`src/rtl/alu_cmd_queue.sv`:
```
// Command FIFO in front of the ALU: valid/ready intake, one registered issue per clock, stall-aware.
// Optional statistics counters are built when ALU_CMD_QUEUE_STATS_EN is defined.
module alu_cmd_queue #(
  parameter int DATA_W = 32,
  parameter int OP_W   = 3,
  parameter int DEPTH  = 8
) (
  input  logic                     clk,
  input  logic                     rst,
  input  logic                     in_valid,
  output logic                     in_ready,
  input  logic [DATA_W-1:0]        in_a,
  input  logic [DATA_W-1:0]        in_b,
  input  logic [OP_W-1:0]          in_opcode,
  input  logic                     flush,
  input  logic                     alu_stall,
  output logic                     alu_valid,
  output logic [DATA_W-1:0]        alu_a,
  output logic [DATA_W-1:0]        alu_b,
  output logic [OP_W-1:0]          alu_opcode,
  output logic [$clog2(DEPTH):0]   count,
  output logic                     full,
  output logic                     empty
`ifdef ALU_CMD_QUEUE_STATS_EN
  ,
  output logic [15:0]              push_cnt,
  output logic [15:0]              pop_cnt,
  output logic [$clog2(DEPTH):0]   hwm
`endif
);

  localparam int AW = $clog2(DEPTH);
  localparam int CW = AW + 1;
  localparam int EW = 2 * DATA_W + OP_W;

  logic [EW-1:0]     mem_q [DEPTH];
  logic [AW-1:0]     wr_ptr_q, wr_ptr_d;
  logic [AW-1:0]     rd_ptr_q, rd_ptr_d;
  logic [CW-1:0]     count_q, count_d;
  logic              alu_valid_q, alu_valid_d;
  logic [DATA_W-1:0] alu_a_q, alu_a_d;
  logic [DATA_W-1:0] alu_b_q, alu_b_d;
  logic [OP_W-1:0]   alu_op_q, alu_op_d;

  logic              full_w;
  logic              empty_w;
  logic              push;
  logic              pop;
  logic [EW-1:0]     head;

  assign full_w  = (count_q == CW'(DEPTH));
  assign empty_w = (count_q == '0);

  // in_ready depends only on occupancy and flush, never on alu_stall
  assign in_ready = !full_w && !flush;
  assign push     = in_valid && !full_w && !flush;
  assign pop      = !empty_w && !alu_stall && !flush;
  assign head     = mem_q[rd_ptr_q];

  always_comb begin
    wr_ptr_d    = wr_ptr_q;
    rd_ptr_d    = rd_ptr_q;
    count_d     = count_q;
    alu_valid_d = pop;
    alu_a_d     = alu_a_q;
    alu_b_d     = alu_b_q;
    alu_op_d    = alu_op_q;

    if (flush) begin
      wr_ptr_d = '0;
      rd_ptr_d = '0;
      count_d  = '0;
    end else begin
      if (push) begin
        wr_ptr_d = wr_ptr_q + AW'(1);
      end
      if (pop) begin
        rd_ptr_d = rd_ptr_q + AW'(1);
        alu_a_d  = head[EW-1 -: DATA_W];
        alu_b_d  = head[OP_W +: DATA_W];
        alu_op_d = head[OP_W-1:0];
      end
      unique case ({push, pop})
        2'b10:   count_d = count_q + CW'(1);
        2'b01:   count_d = count_q - CW'(1);
        default: count_d = count_q;
      endcase
    end
  end

  // Storage carries no reset; only entries between the pointers are ever read.
  always_ff @(posedge clk) begin
    if (push) begin
      mem_q[wr_ptr_q] <= {in_a, in_b, in_opcode};
    end
  end

  always_ff @(posedge clk or negedge rst) begin
    if (!rst) begin
      wr_ptr_q    <= '0;
      rd_ptr_q    <= '0;
      count_q     <= '0;
      alu_valid_q <= 1'b0;
      alu_a_q     <= '0;
      alu_b_q     <= '0;
      alu_op_q    <= '0;
    end else begin
      wr_ptr_q    <= wr_ptr_d;
      rd_ptr_q    <= rd_ptr_d;
      count_q     <= count_d;
      alu_valid_q <= alu_valid_d;
      alu_a_q     <= alu_a_d;
      alu_b_q     <= alu_b_d;
      alu_op_q    <= alu_op_d;
    end
  end

  assign alu_valid  = alu_valid_q;
  assign alu_a      = alu_a_q;
  assign alu_b      = alu_b_q;
  assign alu_opcode = alu_op_q;
  assign count      = count_q;
  assign full       = full_w;
  assign empty      = empty_w;

`ifdef ALU_CMD_QUEUE_STATS_EN
  logic [15:0]   push_cnt_q, push_cnt_d;
  logic [15:0]   pop_cnt_q, pop_cnt_d;
  logic [CW-1:0] hwm_q, hwm_d;

  // Peak tracks the post-edge occupancy so it matches count as seen next cycle
  always_comb begin
    push_cnt_d = push ? push_cnt_q + 16'd1 : push_cnt_q;
    pop_cnt_d  = pop  ? pop_cnt_q + 16'd1  : pop_cnt_q;
    hwm_d      = (count_d > hwm_q) ? count_d : hwm_q;
  end

  always_ff @(posedge clk or negedge rst) begin
    if (!rst) begin
      push_cnt_q <= '0;
      pop_cnt_q  <= '0;
      hwm_q      <= '0;
    end else begin
      push_cnt_q <= push_cnt_d;
      pop_cnt_q  <= pop_cnt_d;
      hwm_q      <= hwm_d;
    end
  end

  assign push_cnt = push_cnt_q;
  assign pop_cnt  = pop_cnt_q;
  assign hwm      = hwm_q;
`endif

endmodule

```
`config.mk`:
```
export PLATFORM = sky130hd
export DESIGN_NAME = alu_cmd_queue
export DESIGN_NICKNAME = d
export VERILOG_FILES = /design/src/rtl/alu_cmd_queue.sv
export SDC_FILE = /design/constraint.sdc
export NUM_CORES = 1
export LEC_CHECK = 0
export CORE_ASPECT_RATIO = 1.1
export CORE_MARGIN = 3
export CORE_UTILIZATION = 59
export CTS_CLUSTER_SIZE = 40
export DETAILED_ROUTE_END_ITERATION = 10
export GPL_ROUTABILITY_DRIVEN = 0
export GPL_TIMING_DRIVEN = 0
export HOLD_SLACK_MARGIN = 0.06
export PLACE_DENSITY = 0.79
export SLEW_MARGIN = 20
export SYNTH_ARGS = -nofsm -noshare
export SYNTH_HDL_FRONTEND = slang
export SYNTH_SLANG_ARGS = --single-unit
```
`constraint.sdc`:
```
create_clock -name clk -period 7.9 [get_ports clk]
set_clock_uncertainty 0.1 [all_clocks]
set_input_delay 1.58 -clock clk [delete_from_list [all_inputs] [get_ports clk]]
set_output_delay 1.58 -clock clk [all_outputs]
set_load 0.01 [all_outputs]
```
==> reports/qor.txt, run 1 <==
Mean instance size in the synthesized netlist -> 21.37 um^2
Cell area after layout -> 27570 um^2
CP max FO -> 10
Fraction of layout cells with a size suffix above 1 -> 21.61%
Total power density per cell area -> 310.1 nW/um^2
Register share of total power -> 46.3%
Final WS setup -> 3118 ps
Router iterations before antenna repair -> 5
Endpoint arrival time on the critical path -> 3100 ps
CTS Hold Buffers Added -> 0
Number of max-cap violations -> 0
Worst stage delay on the critical path -> 530 ps
Placed wire-length estimate after detailed placement -> 29920 um
Required time of the critical path -> 6220 ps
Final count of hold timing violations -> 0
Endpoint class of the critical path -> primary output
Yosys top cell area share -> 69.81%
Fraction of the cycle the final worst path needs -> 60.54%
Cell internal power dissipation -> 6.331 mW
Worst Reg2Reg Path Length in Cells -> 9
Count of flip-flops with a built-in enable after synthesis -> 536
Clock sink count -> 614
Antenna-violating nets left -> 0
Post-layout minimum cycle time -> 4782 ps
Cell type group with the largest total delay on the critical path -> buffers and inverters
Outcome -> finished, final reports clean
Switching Share -> 25.94%
Final-report max-slew violation count -> 0
Routed vias -> 11320
Post-Place Setup Slack -> 3103 ps
First-pass GRT wire length -> 72950 um
Setup repair after global routing missed its margin -> no
DRC viols -> 0
Post-synthesis cell area -> 23050 um^2
Sequential fraction of the synthesis area -> 78.28%
Number of logic stages on the critical path including buffering -> 4
Most instantiated flip-flop cell in the synthesis netlist -> edfxtp_1
Highest ir drop seen on vdd -> 0.2123 mV
Most frequent cells after synthesis -> edfxtp_1, mux4_2, dfrtp_1
Die height -> 213.3 um
Initial antenna violation count -> 6
Placeable core region -> 38380 um^2
Buffer type at the clock tree root -> clkbuf_16
Category of the worst setup path launch point -> input port
Clock group share of total power -> 30.6%
Dominant cell by count in the synthesized netlist -> edfxtp_1
Number of buffer cells added on primary ports -> 145
Synthesized netlist net count -> 1156
Setup Crit Path Kind -> input port to primary output
DRC violation total after the first TritonRoute iteration -> 955
Number of global-route vias before repair -> 11780
Fraction of registers with async set/reset -> 12.70%
Leakage power -> 8.980 nW
Cell row count -> 75
Final setup vio count -> 0
Drt via density -> 6.061
Aggregate routed wire length -> 47660 um
Post-detailed-route wirelength per cell -> 25.53 um
Synth warnings -> 0
Net switching power figure -> 2.218 mW
Nets -> 1397
IO Pins -> 147
Clock-pin transition on the worst setup and hold timing paths -> 60 ps
Buffers plus inverters on the worst setup path -> 3
Worst slew margin relative to its limit -> 38.20%
Total Power -> 8.549 mW
Count of mapped cells out of synthesis -> 1079
Finished Core Util -> 71.83%
Effective utilization at floorplan -> 60.07%
Synth area leaders -> edfxtp_1, mux4_2, dfrtp_1
Number of storage elements in the synthesis netlist -> 614
Die span in x -> 194.5 um
Unique cell type count in the Yosys netlist -> 35
Area of placed instances -> 25770 um^2
CTS tree -> done
Aggregate global routing overflow -> 0
Pin count of the biggest net entering global routing -> 45
Buffer depth of the longest clock path -> 3
H-tree lvl count -> 2
Worst-Skew Late Latency -> 580 ps
Worst-Margin Slew -> 927.0 ps
Area overhead of the layout relative to synthesis -> 19.59%
Cell breakdown of the critical path -> clkdlybuf4s50_1 -> clkbuf_1 -> nor2_1 -> clkdlybuf4s50_1
Critical Path Slowest Stage Cell -> clkdlybuf4s50_1
Largest area contributor in the netlist -> edfxtp_1
Crit-path most repeated cell -> clkdlybuf4s50_1
Resize count post-CTS -> 0
Worst hold path cell count -> 2
Fin Hold WS -> 375.3 ps
Die area -> 41490 um^2
Proportion of power drawn by combinational gates -> 23.1%
TritonCTS Buffers -> 56
Global-route total usage across every layer -> 23.65%
Hold Path Class -> flop to flop
Setup fix buffers added after clock tree synthesis -> 0
Maximum clock frequency -> 0.2091 GHz
-- worst reg2reg max path: stages, from the launching register on --
cell	delay, ps
dfrtp_1	470
or4b_1	550
buf_2	190
a211oi_4	270
and2_1	230
ha_1	290
a21oi_1	320
a211o_1	190
nor3_1	40
or3b_1	350
-- routing by layer --
metal	track usage [%]	up-vias	wire length (um)
met4	6.686	8	1316
met3	4.261	97	2688
met5	0	-	55
met1	33.19	5982	19700
li1	-	4876	-
met2	39.42	352	23900
-- through the flow --
step	setup TNS, ps	cells
final	0	1867
after CTS	0	1865
after global routing	0	1867
after floorplan	0	1079
after global placement	-881390	1724
after detailed placement	0	1762
-- area by class of cell --
| type | instances | area, um^2 |
|---|---|---|
| diodes | 2 | 5.005 |
| plain buffers | 56 | 254.0 |
| inverters | 4 | 15.01 |
| clock inverters | 16 | 128.9 |
| clock buffers | 87 | 1669 |
| flip-flops and latches | 614 | 18050 |
| repair buffers | 183 | 2032 |
| well taps | 500 | 625.6 |
| multi-input cells | 405 | 4793 |
| fillers | 2201 | 10810 |
-- kinds of logic (layout without fill, tap and decap cells) --
logic type                 after synthesis  after routing  synth area share [%]
AOI/OAI and AO/OA                       79             79                 1.851
xor gates and xnor gates                 5              5                0.1899
adders and majority gates                5              5                0.3039
buffers and inverters                   60            346                 1.167
DFF                                    614            614                 78.28
muxes                                  202            202                 16.04
other                                    0              2                     0
and+or+nand+nor                        114            114                 2.165
-- worst paths after layout --
| path | startpoint | endpoint | slack (ps) |
|---|---|---|---|
| hold reg to reg | alu_a[8] | alu_a[8] | 380 |
| min in group asynchronous | rst | count[2] | 820 |
| hold / removal | alu_a[8] | alu_a[8] | 380 |
| max in group asynchronous | rst | alu_b[9] | 6270 |
| setup reg to reg | count[1] | count[3] | 4790 |
| setup / recovery | flush | in_ready | 3120 |
-- flip-flops by register name (all words and copies together), names as in the netlist --
| signal | flops |
|---|---|
| mem_q | 536 |
| alu_a | 32 |
| alu_b | 32 |
| count | 4 |
| alu_opcode | 3 |
| rd_ptr_q | 3 |
| wr_ptr_q | 3 |
| alu_valid | 1 |
-- cell usage in the layout, fill, tap and decap left out, types with 3 or more instances in the layout --
master	netlist	final
mux4_2	134	134
clkbuf_1	29	46
mux2i_1	68	68
clkinv_1	0	3
a21oi_1	4	4
dfrtp_1	78	78
clkbuf_16	0	57
buf_16	0	7
buf_4	4	22
nand2_1	73	73
xnor2_1	4	4
inv_1	3	3
ha_1	4	4
clkinv_2	0	10
clkbuf_8	0	13
nand2b_1	5	5
o21ai_1	39	39
nor2_1	14	8
o21ai_0	30	30
edfxtp_1	536	536
buf_12	0	12
buf_2	23	23
clkdlybuf4s50_1	0	144
nor2_4	0	6
nand3_1	6	6
nand4_1	3	3
-- power groups by stage --
stage               logic, mW  registers (mW)  clock network, mW
floorplan                1.12            4.07                  0
global placement         1.92            4.04                  0
detailed placement       2.00            4.02                  0
CTS                      2.01            3.96               2.66
global route             2.15            3.98               2.79
finish                   1.97            3.96               2.62
No activity file was read; power rests on OpenSTA's default activity.
==> run 2, diff against run 1 <==
==> constraint.sdc (replaced) <==
create_clock -name clk -period 4.4 [get_ports clk]
set_clock_uncertainty 0.1 [all_clocks]
set_input_delay 0.88 -clock clk [delete_from_list [all_inputs] [get_ports clk]]
set_output_delay 0.88 -clock clk [all_outputs]
set_load 0.01 [all_outputs]
==> run 2 against run 1 <==
Via count increased by 1.1%. Wire length increased by 2.0%. Total power increased by 84%. Critical endpoint is now empty. Sequential cell count unchanged. First-iteration DRC count increased by 20%. Sequential power increased by 80%. Critical path type is now flop to primary output.
==> reports/qor.txt, run 2 (synthesis gave the netlist of run 1 again) <==
Outcome -> finished, final reports clean (unchanged)
Area overhead of the layout relative to synthesis -> 20.56% (was 19.59%)
Die span in x -> 194.5 um (unchanged)
Worst-Margin Slew -> 984.7 ps (was 927.0 ps)
Endpoint arrival time on the critical path -> 2450 ps (was 3100 ps)
Register-to-register setup slack -> 1270 ps (was 4790 ps)
Highest ir drop seen on vdd -> 0.4340 mV (was 0.2123 mV)
Nets -> 1390 (was 1397)
Die height -> 213.3 um (unchanged)
Register with the most flip-flops -> mem_q (unchanged)
Clock-pin transition on the worst setup and hold timing paths -> 60 ps (about the same)
Pin count of the biggest net entering global routing -> 45 (unchanged)
Largest register FFs -> 536 (unchanged)
Worst slew margin relative to its limit -> 34.35% (was 38.20%)
Aggregate global routing overflow -> 0 (unchanged)
First-pass GRT wire length -> 73720 um (was 72950 um)
CP max FO -> 7 (was 10)
TritonCTS Buffers -> 57 (was 56)
Placed wire-length estimate after detailed placement -> 29560 um (was 29920 um)
Fraction of layout cells with a size suffix above 1 -> 21.53% (was 21.61%)
Post-detailed-route wirelength per cell -> 26.12 um (was 25.53 um)
Hold Path Class -> input port to asynchronous set/reset pin (was flop to flop)
Final setup vio count -> 0 (unchanged)
Clock sink count -> 614 (unchanged)
Final count of hold timing violations -> 0 (unchanged)
Multi-input combinational cell area -> 4806 um^2 (was 4793 um^2)
Area of all sequential standard cells -> 18050 um^2 (unchanged)
Setup Total Neg Slack -> 0 ps (unchanged)
Category of the worst setup path launch point -> flop (was input port)
Finished Core Util -> 72.42% (was 71.83%)
Setup fix buffers added after clock tree synthesis -> 0 (unchanged)
Aggregate routed wire length -> 48630 um (was 47660 um)
Number of global-route vias before repair -> 11790 (was 11780)
Worst Reg2Reg Path Length in Cells -> 7 (was 9)
Setup Crit Path Kind -> flop to primary output (was input port to primary output)
Final-report max-slew violation count -> 0 (unchanged)
Placeable core region -> 38380 um^2 (unchanged)
Initial antenna violation count -> 2 (was 6)
Number of buffer cells added on primary ports -> 145 (unchanged)
Buffer depth of the longest clock path -> 3 (unchanged)
Resize count post-CTS -> 0 (unchanged)
Worst-Skew Late Latency -> 590 ps (was 580 ps)
DRC violation total after the first TritonRoute iteration -> 1143 (was 955)
Drt via density -> 6.142 (was 6.061)
Total power density per cell area -> 566.1 nW/um^2 (was 310.1 nW/um^2)
Critical register-to-register path endpoint -> mem_q[5][9] (was count[3])
Endpoint class of the critical path -> primary output (unchanged)
Cell row count -> 75 (unchanged)
Most frequent standard cell in the layout excluding fill and tap cells -> edfxtp_1 (unchanged)
Routed vias -> 11440 (was 11320)
Global-route total usage across every layer -> 23.93% (was 23.65%)
Filler Cells Inserted -> 2149 (was 2201)
Router iterations before antenna repair -> 5 (unchanged)
Setup repair after global routing missed its margin -> no (unchanged)
Maximum clock frequency -> 0.2920 GHz
CTS Hold Buffers Added -> 0 (unchanged)
Die area -> 41490 um^2 (unchanged)
CTS tree -> done (unchanged)
Fraction of the cycle the final worst path needs -> 77.84%
Effective utilization at floorplan -> 60.07% (unchanged)
Number of max-cap violations -> 0 (unchanged)
Leakage power -> 9.016 nW (was 8.980 nW)
H-tree lvl count -> 2 (unchanged)
IO Pins -> 147 (unchanged)
Launch instance of the worst register-to-register path -> count[0] (was count[1])
Buffer type at the clock tree root -> clkbuf_16 (unchanged)
Required time of the critical path -> 3420 ps (was 6220 ps)
Post-layout minimum cycle time -> 3425 ps
DRC viols -> 0 (unchanged)
Commonest cells after routing, fill and taps aside -> edfxtp_1, clkdlybuf4s50_1, mux4_2 (unchanged)
Antenna-violating nets left -> 0 (unchanged)
run 2: metrics by stage:
stage	cells	power, mW	hold slack (ps)	setup slack, ps	cell area, um^2
floorplan	1079	9.315	413.9	-282.3	23060
global placement	1724	10.67	365.9	-3646	25140
detailed placement	1754	10.82	373.1	582.5	25830
CTS	1861	15.88	105.9	934.9	27790
global route	1861	16.39	123.2	847.8	27790
finish	1862	15.74	113.2	974.9	27800
run 2: worst max-delay path: stages (launching register included):
cell and delay, ps:
dfrtp_1 480, nor4_2 710, clkdlybuf4s50_1 670
run 2: where the power goes:
| group | total (mW) | internal, mW | switching, mW |
|---|---|---|---|
| Combinational | 3.57 | 1.84 | 1.73 |
| Sequential | 7.11 | 6.82 | 0.281 |
| Clock | 5.06 | 3.01 | 2.06 |
run 2: cell type report:
| cell class | instances | area share [%] |
|---|---|---|
| diodes | 1 | 0.009003 |
| plain buffers | 56 | 0.9138 |
| clock buffers | 82 | 5.910 |
| clock inverters | 25 | 1.143 |
| inverters | 4 | 0.05402 |
| multi-input cells | 405 | 17.29 |
| flip-flops and latches | 614 | 64.93 |
| well taps | 500 | 2.251 |
| repair buffers | 175 | 7.499 |
run 2: routing by layer:
layer | global-route usage (%) | vias to the layer above | wire length [um]
li1 | - | 4863 | -
met1 | 33.62 | 5991 | 19220
met2 | 39.85 | 504 | 24470
met3 | 4.608 | 76 | 3950
met4 | 6.265 | 2 | 976
met5 | 0 | - | 10
run 2: worst max-delay path by stage:
stage                  endpoint  slack (ps)      from  cells past startpoint
floorplan           mem_q[7][0]        -280  in_valid                      3
global placement    mem_q[7][7]       -3650     flush                      4
detailed placement  mem_q[5][5]         580     flush                      7
CTS                       empty         930  count[0]                      2
global route              empty         850  count[0]                      2
finish                    empty         970  count[1]                      2
==> run 3, diff against run 2 <==
--- a/config.mk
+++ b/config.mk
@@ -7,13 +7,13 @@
 export LEC_CHECK = 0
 export CORE_ASPECT_RATIO = 1.1
 export CORE_MARGIN = 3
-export CORE_UTILIZATION = 59
+export CORE_UTILIZATION = 53
 export CTS_CLUSTER_SIZE = 40
 export DETAILED_ROUTE_END_ITERATION = 10
 export GPL_ROUTABILITY_DRIVEN = 0
 export GPL_TIMING_DRIVEN = 0
 export HOLD_SLACK_MARGIN = 0.06
-export PLACE_DENSITY = 0.79
+export PLACE_DENSITY = 0.75
 export SLEW_MARGIN = 20
 export SYNTH_ARGS = -nofsm -noshare
 export SYNTH_HDL_FRONTEND = slang
==> constraint.sdc (replaced) <==
create_clock -name clk -period 3 [get_ports clk]
set_clock_uncertainty 0.1 [all_clocks]
set_input_delay 0.6 -clock clk [delete_from_list [all_inputs] [get_ports clk]]
set_output_delay 0.6 -clock clk [all_outputs]
set_load 0.01 [all_outputs]
==> run 3 against run 2 <==
Cell area up 1.4%. Utilization down 6.3 points. Global-route usage down 1.8 points. First-iteration DRC count down 29%. Die area up 11%. Non-clock buffer count up 10. Via count down 0.72%. Wire length up 1.6%. Register-to-register slack worse by 1200 ps. Cell count up 4.3%. Worst hold slack better by 130 ps. Clock power up 50%.
==> reports/qor.txt, run 3 (synthesis gave the netlist of run 1 again) <==
Net switching power figure -> 6.009 mW (was 4.068 mW)
Register-to-register setup slack -> 100 ps (was 1270 ps)
Placed wire-length estimate after detailed placement -> 30640 um (was 29560 um)
Clock sink count -> 614 (unchanged)
Critical Path Slowest Stage Cell -> nor3_4 (was nor4_2)
Final setup vio count -> 0 (unchanged)
Commonest cells after routing, fill and taps aside -> edfxtp_1, clkdlybuf4s50_1, mux4_2 (unchanged)
Largest register FFs -> 536 (unchanged)
Nets -> 1401 (was 1390)
Number of max-cap violations -> 0 (unchanged)
Post-detailed-route wirelength per cell -> 25.44 um (was 26.12 um)
Clock-pin transition on the worst setup and hold timing paths -> 60 ps (about the same)
Maximum clock frequency -> 0.3453 GHz
Aggregate routed wire length -> 49410 um (was 48630 um)
Final count of hold timing violations -> 0 (unchanged)
Drt via density -> 5.847 (was 6.142)
Buffer depth of the longest clock path -> 3 (unchanged)
Most frequent standard cell in the layout excluding fill and tap cells -> edfxtp_1 (unchanged)
Worst slew margin relative to its limit -> 37.01% (was 34.35%)
Crit-path most repeated cell -> buf_8
Hold Path Class -> input port to flop (was input port to asynchronous set/reset pin)
Fraction of layout cells with a size suffix above 1 -> 22.94% (was 21.53%)
Number of buffer cells added on primary ports -> 145 (unchanged)
Highest ir drop seen on vdd -> 0.5291 mV (was 0.4340 mV)
Buffer type at the clock tree root -> clkbuf_16 (unchanged)
Cell breakdown of the critical path -> or4b_1 -> buf_6 -> nand4_1 -> nor3_4 -> buf_8 -> buf_16 -> buf_8 -> buf_8 (was nor4_2 -> clkdlybuf4s50_1)
Final WS setup -> 104.2 ps (was 974.9 ps)
Aggregate global routing overflow -> 0 (unchanged)
DRC violation total after the first TritonRoute iteration -> 807 (was 1143)
Die area -> 46040 um^2 (was 41490 um^2)
Total power density per cell area -> 827.5 nW/um^2 (was 566.1 nW/um^2)
Number of global-route vias before repair -> 12080 (was 11790)
First-pass GRT wire length -> 75440 um (was 73720 um)
Category of the worst setup path launch point -> flop (unchanged)
Initial antenna violation count -> 5 (was 2)
Die height -> 224.7 um (was 213.3 um)
Proportion of power drawn by combinational gates -> 22.7% (about the same)
Cell row count -> 79 (was 75)
Area overhead of the layout relative to synthesis -> 22.25% (was 20.56%)
Worst stage delay on the critical path -> 560 ps (was 710 ps)
Router iterations before antenna repair -> 5 (unchanged)
Final-report max-slew violation count -> 0 (unchanged)
Routed vias -> 11350 (was 11440)
Post-layout minimum cycle time -> 2896 ps
Effective utilization at floorplan -> 54.12% (was 60.07%)
Register with the most flip-flops -> mem_q (unchanged)
DRC viols -> 0 (unchanged)
IO Pins -> 147 (unchanged)
Clock group share of total power -> 32.5% (was 32.2%)
H-tree lvl count -> 2 (unchanged)
Cell internal power dissipation -> 17.31 mW (was 11.67 mW)
Endpoint class of the critical path -> flop (was primary output)
Fraction of the cycle the final worst path needs -> 96.53%
TritonCTS Buffers -> 58 (was 57)
CTS tree -> done (unchanged)
Placeable core region -> 42600 um^2 (was 38380 um^2)
Endpoint arrival time on the critical path -> 3070 ps (was 2450 ps)
Antenna-violating nets left -> 0 (unchanged)
Post-Place Setup Slack -> -484.2 ps (was 582.5 ps)
Leakage power -> 9.183 nW (was 9.016 nW)
Filler Cells Inserted -> 2709 (was 2149)
Setup Crit Path Kind -> flop to flop (was flop to primary output)
Setup Total Neg Slack -> 0 ps (unchanged)
Die span in x -> 204.9 um (was 194.5 um)
Worst-Skew Late Latency -> 580 ps (was 590 ps)
Pin count of the biggest net entering global routing -> 52 (was 45)
Fin Hold WS -> 242.6 ps (was 113.2 ps)
Global-route total usage across every layer -> 22.16% (was 23.93%)
Outcome -> finished, final reports clean (unchanged)
CP max FO -> 12 (was 7)
Switching Share -> 25.76% (was 25.85%)
Register share of total power -> 44.8% (was 45.2%)
Required time of the critical path -> 3180 ps (was 3420 ps)
Worst-Margin Slew -> 944.9 ps (was 984.7 ps)
-- run 3: cell types whose count changed in the layout (fill, tap and decap cells not counted), moves of 3 or more --
cell / change
buf_16: +8
buf_4: +4
dfrtp_1: -4
dfrtp_2: +4
clkinvlp_4: -4
buf_6: +3
buf_8: -3
clkinv_2: +5
clkbuf_1: -7
-- run 3: power groups by stage --
stage / combinational [mW] / sequential [mW] / clock (mW)
floorplan: 2.97 / 10.7 / 0
global placement: 5.10 / 10.6 / 0
detailed placement: 5.33 / 10.6 / 0
CTS: 5.42 / 10.5 / 7.69
global route: 5.76 / 10.5 / 8.03
finish: 5.30 / 10.4 / 7.58
-- run 3: final cells by class --
type	instances	area, um^2	share of cell area [%]
sequential	614	18050	64.05
multi-input combinational	405	4818	17.10
timing repair buffer	185	2292	8.133
clock buffer	81	1702	6.037
tap	567	709.4	2.517
clock inverter	28	325.3	1.154
buffer	56	265.3	0.9411
inverter	4	15.01	0.05327
antenna	2	5.005	0.01776
-- run 3: worst paths after layout --
path	from	end	depth (start not counted)
min in group asynchronous	rst	alu_b[30]	2
min	in_valid	wr_ptr_q[1]	3
max in group asynchronous	rst	alu_b[0]	3
min reg2reg	alu_a[11]	alu_a[11]	2
max	count[3]	mem_q[0][0]	8
max reg2reg	count[3]	mem_q[0][0]	8
-- run 3: stage by stage --
step | util, % | cell area, um^2 | power [mW] | cells
2_1_floorplan | - | 23100 | 13.67 | 1079
3_3_place_gp | 59.31 | 25270 | 15.72 | 1791
3_5_place_dp | 61.28 | 26110 | 15.95 | 1827
4_1_cts | 66.12 | 28170 | 23.57 | 1939
5_1_grt | 66.15 | 28180 | 24.30 | 1941
6_report | 66.16 | 28180 | 23.32 | 1942
-- run 3: worst max-delay path, delay by kind of cell (launching register included) --
family	cells	cell delay, ps
and+or+nand+nor	3	1140
buffers and inverters	5	870
DFF	1	470
-- run 3: what timing repair did --
action                     CTS  global route
pin swaps                    0             3
hold buffers                 1             0
setup buffers                2             1
gates resized for setup      6             1
setup endpoints to repair   19            25
hold endpoints to repair    27             0
-- run 3: per-layer routing --
metal / vias up / share of wire (%) / routed length (um) / global-route usage, %
met3: 96 / 6.1 / 2995 / 3.836
met5: - / 0.055 / 27 / 0
met1: 5974 / 40 / 19830 / 30.44
met4: 6 / 2.9 / 1440 / 6.748
li1: 4888 / - / - / -
met2: 390 / 51 / 25120 / 37.08
